File: src/rtl/fpu_types_pkg.sv
`default_nettype none
// ============================================================================
// Module   : fpu_types_pkg
// Brief    : Shared types and constants for the F-extension register file.
// Revision : 1.0 - initial release
// ============================================================================
package fpu_types_pkg;

    localparam int FREG_ADDR_W = 5;
    localparam int FFLAGS_W    = 5;

    typedef enum logic [2:0] {
        RNE = 3'd0,
        RTZ = 3'd1,
        RDN = 3'd2,
        RUP = 3'd3,
        RMM = 3'd4
    } frm_t;

    typedef struct packed {
        logic nv;
        logic dz;
        logic of;
        logic uf;
        logic nx;
    } fflags_t;

    // Encodings 101..111 are reserved and must never reach the frm register.
    function automatic logic frm_is_legal(input logic [2:0] value);
        return (value <= 3'd4);
    endfunction

endpackage
`default_nettype wire

File: src/rtl/fpu_scoreboard.sv
`default_nettype none
// ============================================================================
// Module   : fpu_scoreboard
// Brief    : Pending-write bit per FP register and RAW busy indications.
// Revision : 1.0 - initial release
// ============================================================================
module fpu_scoreboard
    import fpu_types_pkg::*;
#(
    parameter int NREGS = 32
)
(
    input  logic                   clk,
    input  logic                   n_rst,
    input  logic                   issue,
    input  logic [FREG_ADDR_W-1:0] issue_rd,
    input  logic                   wen,
    input  logic [FREG_ADDR_W-1:0] rd,
    input  logic [FREG_ADDR_W-1:0] rs1,
    input  logic [FREG_ADDR_W-1:0] rs2,
    output logic                   rs1_busy,
    output logic                   rs2_busy
);

    logic [NREGS-1:0] r_pend;
    logic             w_rs1_resolved;
    logic             w_rs2_resolved;

    for (genvar i = 0; i < NREGS; i++) begin : g_pend
        localparam logic [FREG_ADDR_W-1:0] c_idx = FREG_ADDR_W'(i);

        // Set is tested first: a fresh issue outlives a retiring write to the same register.
        always_ff @(posedge clk or negedge n_rst) begin
            if (!n_rst) begin
                r_pend[i] <= 1'b0;
            end else if (issue && (issue_rd == c_idx)) begin
                r_pend[i] <= 1'b1;
            end else if (wen && (rd == c_idx)) begin
                r_pend[i] <= 1'b0;
            end
        end
    end

    assign w_rs1_resolved = wen && (rd == rs1);
    assign w_rs2_resolved = wen && (rd == rs2);

    assign rs1_busy = r_pend[rs1] && !w_rs1_resolved;
    assign rs2_busy = r_pend[rs2] && !w_rs2_resolved;

endmodule
`default_nettype wire

File: src/rtl/fpu_register_file.sv
`default_nettype none
// ============================================================================
// Module   : fpu_register_file
// Brief    : F-extension register file with write bypass, frm and sticky fflags.
// Revision : 1.0 - initial release
// ============================================================================
module fpu_register_file
    import fpu_types_pkg::*;
#(
    parameter int NREGS = 32,
    parameter int WIDTH = 32
)
(
    input  logic                   clk,
    input  logic                   n_rst,
    input  logic [FREG_ADDR_W-1:0] f_rs1,
    input  logic [FREG_ADDR_W-1:0] f_rs2,
    output logic [WIDTH-1:0]       f_rs1_data,
    output logic [WIDTH-1:0]       f_rs2_data,
    output logic                   f_rs1_busy,
    output logic                   f_rs2_busy,
    input  logic [FREG_ADDR_W-1:0] f_rd,
    input  logic                   f_wen,
    input  logic [WIDTH-1:0]       f_w_data,
    input  logic                   f_NV,
    input  logic                   f_DZ,
    input  logic                   f_OF,
    input  logic                   f_UF,
    input  logic                   f_NX,
    input  logic                   f_issue,
    input  logic [FREG_ADDR_W-1:0] f_issue_rd,
    input  logic                   f_frm_wen,
    input  logic [2:0]             f_frm_in,
    output logic [2:0]             f_frm_out,
    input  logic                   f_flags_wen,
    input  logic [FFLAGS_W-1:0]    f_flags_wdata,
    output logic [FFLAGS_W-1:0]    f_flags
);

    logic [WIDTH-1:0] r_regs [NREGS];
    frm_t             r_frm;
    fflags_t          r_flags;
    fflags_t          w_fpu_flags;
    fflags_t          w_flags_next;
    logic             w_rs1_bypass;
    logic             w_rs2_bypass;

    for (genvar i = 0; i < NREGS; i++) begin : g_reg
        localparam logic [FREG_ADDR_W-1:0] c_idx = FREG_ADDR_W'(i);

        always_ff @(posedge clk or negedge n_rst) begin
            if (!n_rst) begin
                r_regs[i] <= '0;
            end else if (f_wen && (f_rd == c_idx)) begin
                r_regs[i] <= f_w_data;
            end
        end
    end

    assign w_rs1_bypass = f_wen && (f_rd == f_rs1);
    assign w_rs2_bypass = f_wen && (f_rd == f_rs2);

    assign f_rs1_data = w_rs1_bypass ? f_w_data : r_regs[f_rs1];
    assign f_rs2_data = w_rs2_bypass ? f_w_data : r_regs[f_rs2];

    fpu_scoreboard #(
        .NREGS (NREGS)
    ) u_scoreboard (
        .clk      (clk),
        .n_rst    (n_rst),
        .issue    (f_issue),
        .issue_rd (f_issue_rd),
        .wen      (f_wen),
        .rd       (f_rd),
        .rs1      (f_rs1),
        .rs2      (f_rs2),
        .rs1_busy (f_rs1_busy),
        .rs2_busy (f_rs2_busy)
    );

    // A CSR write replaces the accumulated flags, but same-cycle FPU flags still land on top.
    always_comb begin
        w_fpu_flags  = '0;
        w_flags_next = r_flags;
        if (f_wen) begin
            w_fpu_flags = '{nv: f_NV, dz: f_DZ, of: f_OF, uf: f_UF, nx: f_NX};
        end
        if (f_flags_wen) begin
            w_flags_next = fflags_t'(f_flags_wdata);
        end
        w_flags_next = w_flags_next | w_fpu_flags;
    end

    always_ff @(posedge clk or negedge n_rst) begin
        if (!n_rst) begin
            r_flags <= '0;
        end else begin
            r_flags <= w_flags_next;
        end
    end

    always_ff @(posedge clk or negedge n_rst) begin
        if (!n_rst) begin
            r_frm <= RNE;
        end else if (f_frm_wen && frm_is_legal(f_frm_in)) begin
            r_frm <= frm_t'(f_frm_in);
        end
    end

    assign f_frm_out = r_frm;
    assign f_flags   = r_flags;

endmodule
`default_nettype wire

File: config.mk
export PLATFORM = sky130hd
export DESIGN_NAME = fpu_register_file
export DESIGN_NICKNAME = d
export VERILOG_FILES = /design/src/rtl/fpu_types_pkg.sv /design/src/rtl/fpu_scoreboard.sv /design/src/rtl/fpu_register_file.sv
export SDC_FILE = /design/constraint.sdc
export NUM_CORES = 2
export LEC_CHECK = 0
export BUFFER_PORTS_ARGS = -buffer_cell sky130_fd_sc_hd__clkbuf_2
export CAP_MARGIN = 20
export CORE_ASPECT_RATIO = 1.5
export CORE_MARGIN = 2
export CORE_UTILIZATION = 63
export DETAILED_ROUTE_END_ITERATION = 10
export PLACE_DENSITY = 0.81
export RECOVER_POWER = 100
export SLEW_MARGIN = 20
export SYNTH_ARGS = -nofsm -noshare
export SYNTH_HDL_FRONTEND = slang
export SYNTH_SLANG_ARGS = --single-unit
File: constraint.sdc
create_clock -name clk -period 1.94 [get_ports clk]
set_input_delay 0.097 -clock clk [delete_from_list [all_inputs] [get_ports clk]]
set_output_delay 0.097 -clock clk [all_outputs]
set_load 0.05 [all_outputs]
==> impl_metrics.prom <==
# TYPE chip_impl_metric gauge
chip_impl_info{name="unrepaired_setup_endpoints_after_global_routing",value="true"} 1
chip_impl_metric{name="place_hpwl",unit="um"} 125000
chip_impl_info{name="cts.root.buffer_cell",value="sky130_fd_sc_hd__clkbuf_16"} 1
chip_impl_metric{name="register_bit_total_from_synthesis",unit=""} 1064
chip_impl_metric{name="register_area",unit="um^2"} 26600
chip_impl_metric{name="synthSimpleGateAreaFrac",unit=""} 0.0257
chip_impl_metric{name="syn_area",unit="um^2"} 57400
chip_impl_metric{name="die-width",unit="um"} 251
chip_impl_info{name="r2r-start",value="f_flags[3]$_DFF_PN0_"} 1
chip_impl_metric{name="cts_htree_levels",unit=""} 3
chip_impl_metric{name="worstPathBufferInverterCount",unit=""} 1
chip_impl_info{name="path_delay_family",value="compound AO/OA/AOI/OAI gates"} 1
chip_impl_metric{name="num-fill-cells",unit=""} 4736
chip_impl_metric{name="grt_start_max_net_pins",unit=""} 93
chip_impl_metric{name="cp_max_fo",unit=""} 3
chip_impl_info{name="failed_checks",value="negative setup slack"} 1
chip_impl_metric{name="avgRoutedWirePerCell",unit="um"} 36.6
chip_impl_metric{name="die_area",unit="um^2"} 93700
chip_impl_info{name="min_from",value="f_w_data[7]"} 1
chip_impl_metric{name="count_of_flip_flops_with_a_built_in_enable_after_synthesis",unit=""} 0
chip_impl_info{name="synth_largest_area_cell",value="sky130_fd_sc_hd__dfrtp_1"} 1
chip_impl_metric{name="number_of_antenna_violations_at_the_first_check_in_global_routing",unit=""} 7
chip_impl_metric{name="synth.net_count",unit=""} 4046
chip_impl_metric{name="layout.cell_area.non_filler",unit="um^2"} 70100
chip_impl_metric{name="clock_tree.buffer_depth",unit=""} 3
chip_impl_metric{name="synth-compound-area-share",unit=""} 0.0533
chip_impl_info{name="synth_top_family_by_area",value="multiplexers"} 1
chip_impl_metric{name="layout-drive-gt1-share",unit=""} 0.524
chip_impl_info{name="crit-reg2reg-capture",value="f_flags[3]$_DFF_PN0_"} 1
chip_impl_metric{name="post_synth_inst_count",unit=""} 3975
chip_impl_metric{name="dp_cells",unit=""} 5464
chip_impl_metric{name="critPathMaxStageDelay",unit="ps"} 580
chip_impl_metric{name="clock_skew",unit="ps"} 0
chip_impl_metric{name="clk_transition_reported_paths",unit="ps"} 70
chip_impl_metric{name="placed_area",unit="um^2"} 64800
chip_impl_metric{name="vias_per_cell",unit=""} 7.67
chip_impl_metric{name="floorplan.initialDensity",unit=""} 0.636
chip_impl_metric{name="maxClockFrequency",unit="MHz"} 347
chip_impl_metric{name="powerDensity",unit="nW/um^2"} 987
chip_impl_metric{name="synth_seq_area_share",unit=""} 0.463
chip_impl_info{name="critical_path.startpoint_type",value="register"} 1
chip_impl_metric{name="setup-violations-final",unit=""} 208
chip_impl_metric{name="final_clock_period_utilization_by_the_worst_path",unit=""} 1.48
chip_impl_metric{name="remaining_drc_errors",unit=""} 0
chip_impl_metric{name="rr_worst_depth",unit=""} 3
chip_impl_metric{name="cp.required",unit="ps"} 1840
chip_impl_metric{name="clock_sinks",unit=""} 1064
chip_impl_info{name="slowest_stage",value="sky130_fd_sc_hd__o31ai_4"} 1
chip_impl_info{name="ys_dominant_reg_cell",value="sky130_fd_sc_hd__dfrtp_1"} 1
chip_impl_metric{name="finalMaxSlewViolations",unit=""} 0
chip_impl_metric{name="vias",unit=""} 44361
chip_impl_metric{name="reg2reg_setup_slack",unit="ps"} 500
chip_impl_metric{name="headroom_to_the_max_slew_limit",unit=""} 0.0722
chip_impl_metric{name="clk_latency",unit="ps"} 710
chip_impl_metric{name="number_of_global_route_vias_before_repair",unit=""} 46633
chip_impl_info{name="post_synth_main_area_contributors",value="sky130_fd_sc_hd__dfrtp_1, sky130_fd_sc_hd__mux2_2, sky130_fd_sc_hd__mux4_2"} 1
chip_impl_metric{name="routed_wirelength",unit="um"} 211000
chip_impl_metric{name="die_h",unit="um"} 374
chip_impl_metric{name="ys_async_sr_fraction",unit=""} 1.00
chip_impl_metric{name="grt_first_pass_wirelength",unit="um"} 303000
chip_impl_metric{name="area_growth",unit="%"} 22.0
chip_impl_metric{name="min_period",unit="ps"} 2880
chip_impl_metric{name="synth_xor_area_frac",unit=""} 0.00152
chip_impl_metric{name="timing.final.ws_setup",unit="ps"} -939
chip_impl_info{name="setup.worst_path.end_class",value="primary output"} 1
chip_impl_metric{name="synth_area_per_cell",unit="um^2"} 14.5
chip_impl_metric{name="drt_first_iter_violations",unit=""} 6384
chip_impl_metric{name="global_route_overflow",unit=""} 0
chip_impl_metric{name="synth_top_area_share",unit=""} 0.463
chip_impl_info{name="cell_by_cell_trace_of_the_critical_path",value="mux2i_1 > a22o_1 > a221oi_2 > o221ai_2 > o31ai_4 > buf_12"} 1
chip_impl_info{name="outcome",value="complete, but fails checks"} 1
chip_impl_info{name="category_of_the_critical_setup_timing_path",value="reg -> out"} 1
chip_impl_metric{name="detail-route-antenna-nets",unit=""} 0
chip_impl_metric{name="vdd.ir_drop.worst",unit="V"} 0.00113
chip_impl_metric{name="pre_cts_ws",unit="ps"} -491
chip_impl_metric{name="io_buffers",unit=""} 144
chip_impl_metric{name="drv_cap",unit=""} 0
chip_impl_metric{name="worstHoldPathCells",unit=""} 3
chip_impl_metric{name="core_area",unit="um^2"} 90400
chip_impl_metric{name="gp_congestion",unit=""} 0.932
chip_impl_metric{name="boundaryPins",unit=""} 145
chip_impl_metric{name="hold_viol_final",unit=""} 0
chip_impl_info{name="hold_path_end",value="r_regs[391]$_DFFE_PN0P_"} 1
chip_impl_metric{name="track_usage",unit=""} 0.441
chip_impl_metric{name="fp-row-count",unit=""} 135
chip_impl_metric{name="synth.distinct_cells",unit=""} 59
chip_impl_metric{name="fin_nets",unit=""} 4606
chip_impl_metric{name="yosysWarningCount",unit=""} 0
chip_impl_metric{name="synth.mux.area_fraction",unit=""} 0.416
chip_impl_info{name="timing.hold.worst.class",value="in -> reg"} 1
chip_impl_metric{name="drt_pre_antenna_iters",unit=""} 8
chip_impl_metric{name="multiInputGateArea",unit="um^2"} 30100
chip_impl_metric{name="tightestPinTransition",unit="ps"} 1390
chip_impl_info{name="tritoncts_clock_tree",value="built"} 1
chip_impl_metric{name="timing.critical_path.arrival",unit="ps"} 2780
chip_impl_metric{name="cellLeakagePower",unit="nW"} 31.5
chip_impl_metric{name="post_synth_fa_ha_maj_area_fraction",unit=""} 0
chip_impl_metric{name="utilization",unit=""} 0.776
chip_impl_metric{name="final_cell_count_no_fill",unit=""} 5780
chip_impl_metric{name="cts-buffers-inserted",unit=""} 100
## worst register-to-register path: stages (launching register included)
cell                            delay, ps
sky130_fd_sc_hd__dfrtp_1              380
sky130_fd_sc_hd__nor2b_1              130
sky130_fd_sc_hd__a221o_1              260
sky130_fd_sc_hd__dlygate4sd3_1        560
## Yosys cell counts (4+ instances only)
master	count
sky130_fd_sc_hd__a21oi_1	23
sky130_fd_sc_hd__mux2_2	854
sky130_fd_sc_hd__mux2_1	222
sky130_fd_sc_hd__o221ai_1	11
sky130_fd_sc_hd__mux4_2	398
sky130_fd_sc_hd__inv_1	17
sky130_fd_sc_hd__mux2i_1	284
sky130_fd_sc_hd__a221oi_2	9
sky130_fd_sc_hd__nand2b_1	10
sky130_fd_sc_hd__o31ai_1	10
sky130_fd_sc_hd__buf_2	152
sky130_fd_sc_hd__nor2_1	21
sky130_fd_sc_hd__nor2_2	6
sky130_fd_sc_hd__nand3_1	30
sky130_fd_sc_hd__nand2_1	104
sky130_fd_sc_hd__nor3_1	49
sky130_fd_sc_hd__nor4_1	13
sky130_fd_sc_hd__buf_6	21
sky130_fd_sc_hd__o21ai_0	66
sky130_fd_sc_hd__a22o_1	85
sky130_fd_sc_hd__nor2b_1	10
sky130_fd_sc_hd__nor3_2	4
sky130_fd_sc_hd__buf_4	55
sky130_fd_sc_hd__o22ai_1	86
sky130_fd_sc_hd__nand4_1	4
sky130_fd_sc_hd__a221oi_1	34
sky130_fd_sc_hd__clkbuf_1	174
sky130_fd_sc_hd__a22oi_1	80
sky130_fd_sc_hd__dfrtp_1	1064
sky130_fd_sc_hd__a31oi_1	4
sky130_fd_sc_hd__nand4b_1	5
sky130_fd_sc_hd__buf_1	10
sky130_fd_sc_hd__xor2_1	8
sky130_fd_sc_hd__o21ai_1	11
## worst max path at each step
stage                            start             end  slack (ps)  depth (start not counted)
4_1_cts         r_regs[31]$_DFFE_PN0P_  f_rs2_data[31]        -810                          6
3_3_place_gp                  f_rs2[1]  f_rs2_data[31]        -460                          9
2_1_floorplan                  f_rd[1]  f_rs2_data[17]          -8                          7
3_5_place_dp                  f_rs2[1]  f_rs2_data[31]        -490                          9
5_1_grt        r_regs[902]$_DFFE_PN0P_   f_rs2_data[6]        -930                          6
6_report       r_regs[937]$_DFFE_PN0P_   f_rs2_data[9]        -940                          6
## logic make-up (layout without fill, tap and decap cells)
| logic type | after synthesis | in the layout |
|---|---|---|
| muxes | 1758 | 1758 |
| DFF | 1064 | 1064 |
| buffers and inverters | 435 | 1073 |
| AOI/OAI and AO/OA | 425 | 425 |
| and+or+nand+nor | 283 | 283 |
| xor gates and xnor gates | 10 | 10 |
| other | 0 | 3 |
## per-stage QoR
stage | total power [mW] | hold slack [ps] | setup TNS [ps]
2_1_floorplan | 39.8 | -199 | -71.0
3_3_place_gp | 44.7 | 63.4 | -33780
3_5_place_dp | 45.6 | 72.1 | -39280
4_1_cts | 67.5 | 3.48 | -39360
5_1_grt | 71.0 | 56.0 | -52330
6_report | 69.2 | 36.0 | -50480
## cell type report
type,instances,area share
antenna,3,0.000107
sequential,1064,0.380
multi-input combinational,2476,0.429
timing repair buffer,876,0.121
clock inverter,31,0.00566
clock buffer,149,0.0428
inverter,17,0.000910
tap,1164,0.0208
## cells in the final DEF, fill, tap and decap left out, drive strengths merged, types with 5 or more instances in the layout
cell,count
nand3,30
clkbuf,318
nor2b,10
o22ai,86
nor4,15
nor3,55
buf,651
o221ai,11
clkinv,18
o31ai,10
a22o,85
mux4,398
mux2,1076
nand2,104
a22oi,80
inv,19
o21ai,77
dlygate4sd3,56
nand2b,10
nand4b,5
dfrtp,1064
xor2,8
bufinv,8
nor2,27
mux2i,284
a221oi,43
a21oi,23
## what timing repair did
item	in CTS	in global routing
hold buffers	57	0
buffers inserted	64	34
endpoints found under the setup margin	66	66
gates resized for setup	291	100
endpoints found under the hold margin	1212	0
pin swaps	72	62
## where the power goes
part | internal [mW] | leakage (nW) | switching [mW]
logic | 9.97 | 16.3 | 8.07
clock network | 11.8 | 1.67 | 9.02
registers | 26.6 | 13.6 | 3.80
## metal layers
layer / track usage / wire length, um / vias up
met5: 0.000519 / 59 / -
met4: 0.384 / 22700 / 8
met3: 0.134 / 27800 / 1493
met2: 0.669 / 94800 / 4064
met1: 0.511 / 66000 / 22320
li1: - / - / 16476
## state kept, by name, summed over array words and instances (netlist names)
signal and flops:
r_regs 1024, u_scoreboard.r_pend 32, f_flags 5, f_frm_out 3
No activity file was read; power rests on OpenSTA's default activity.
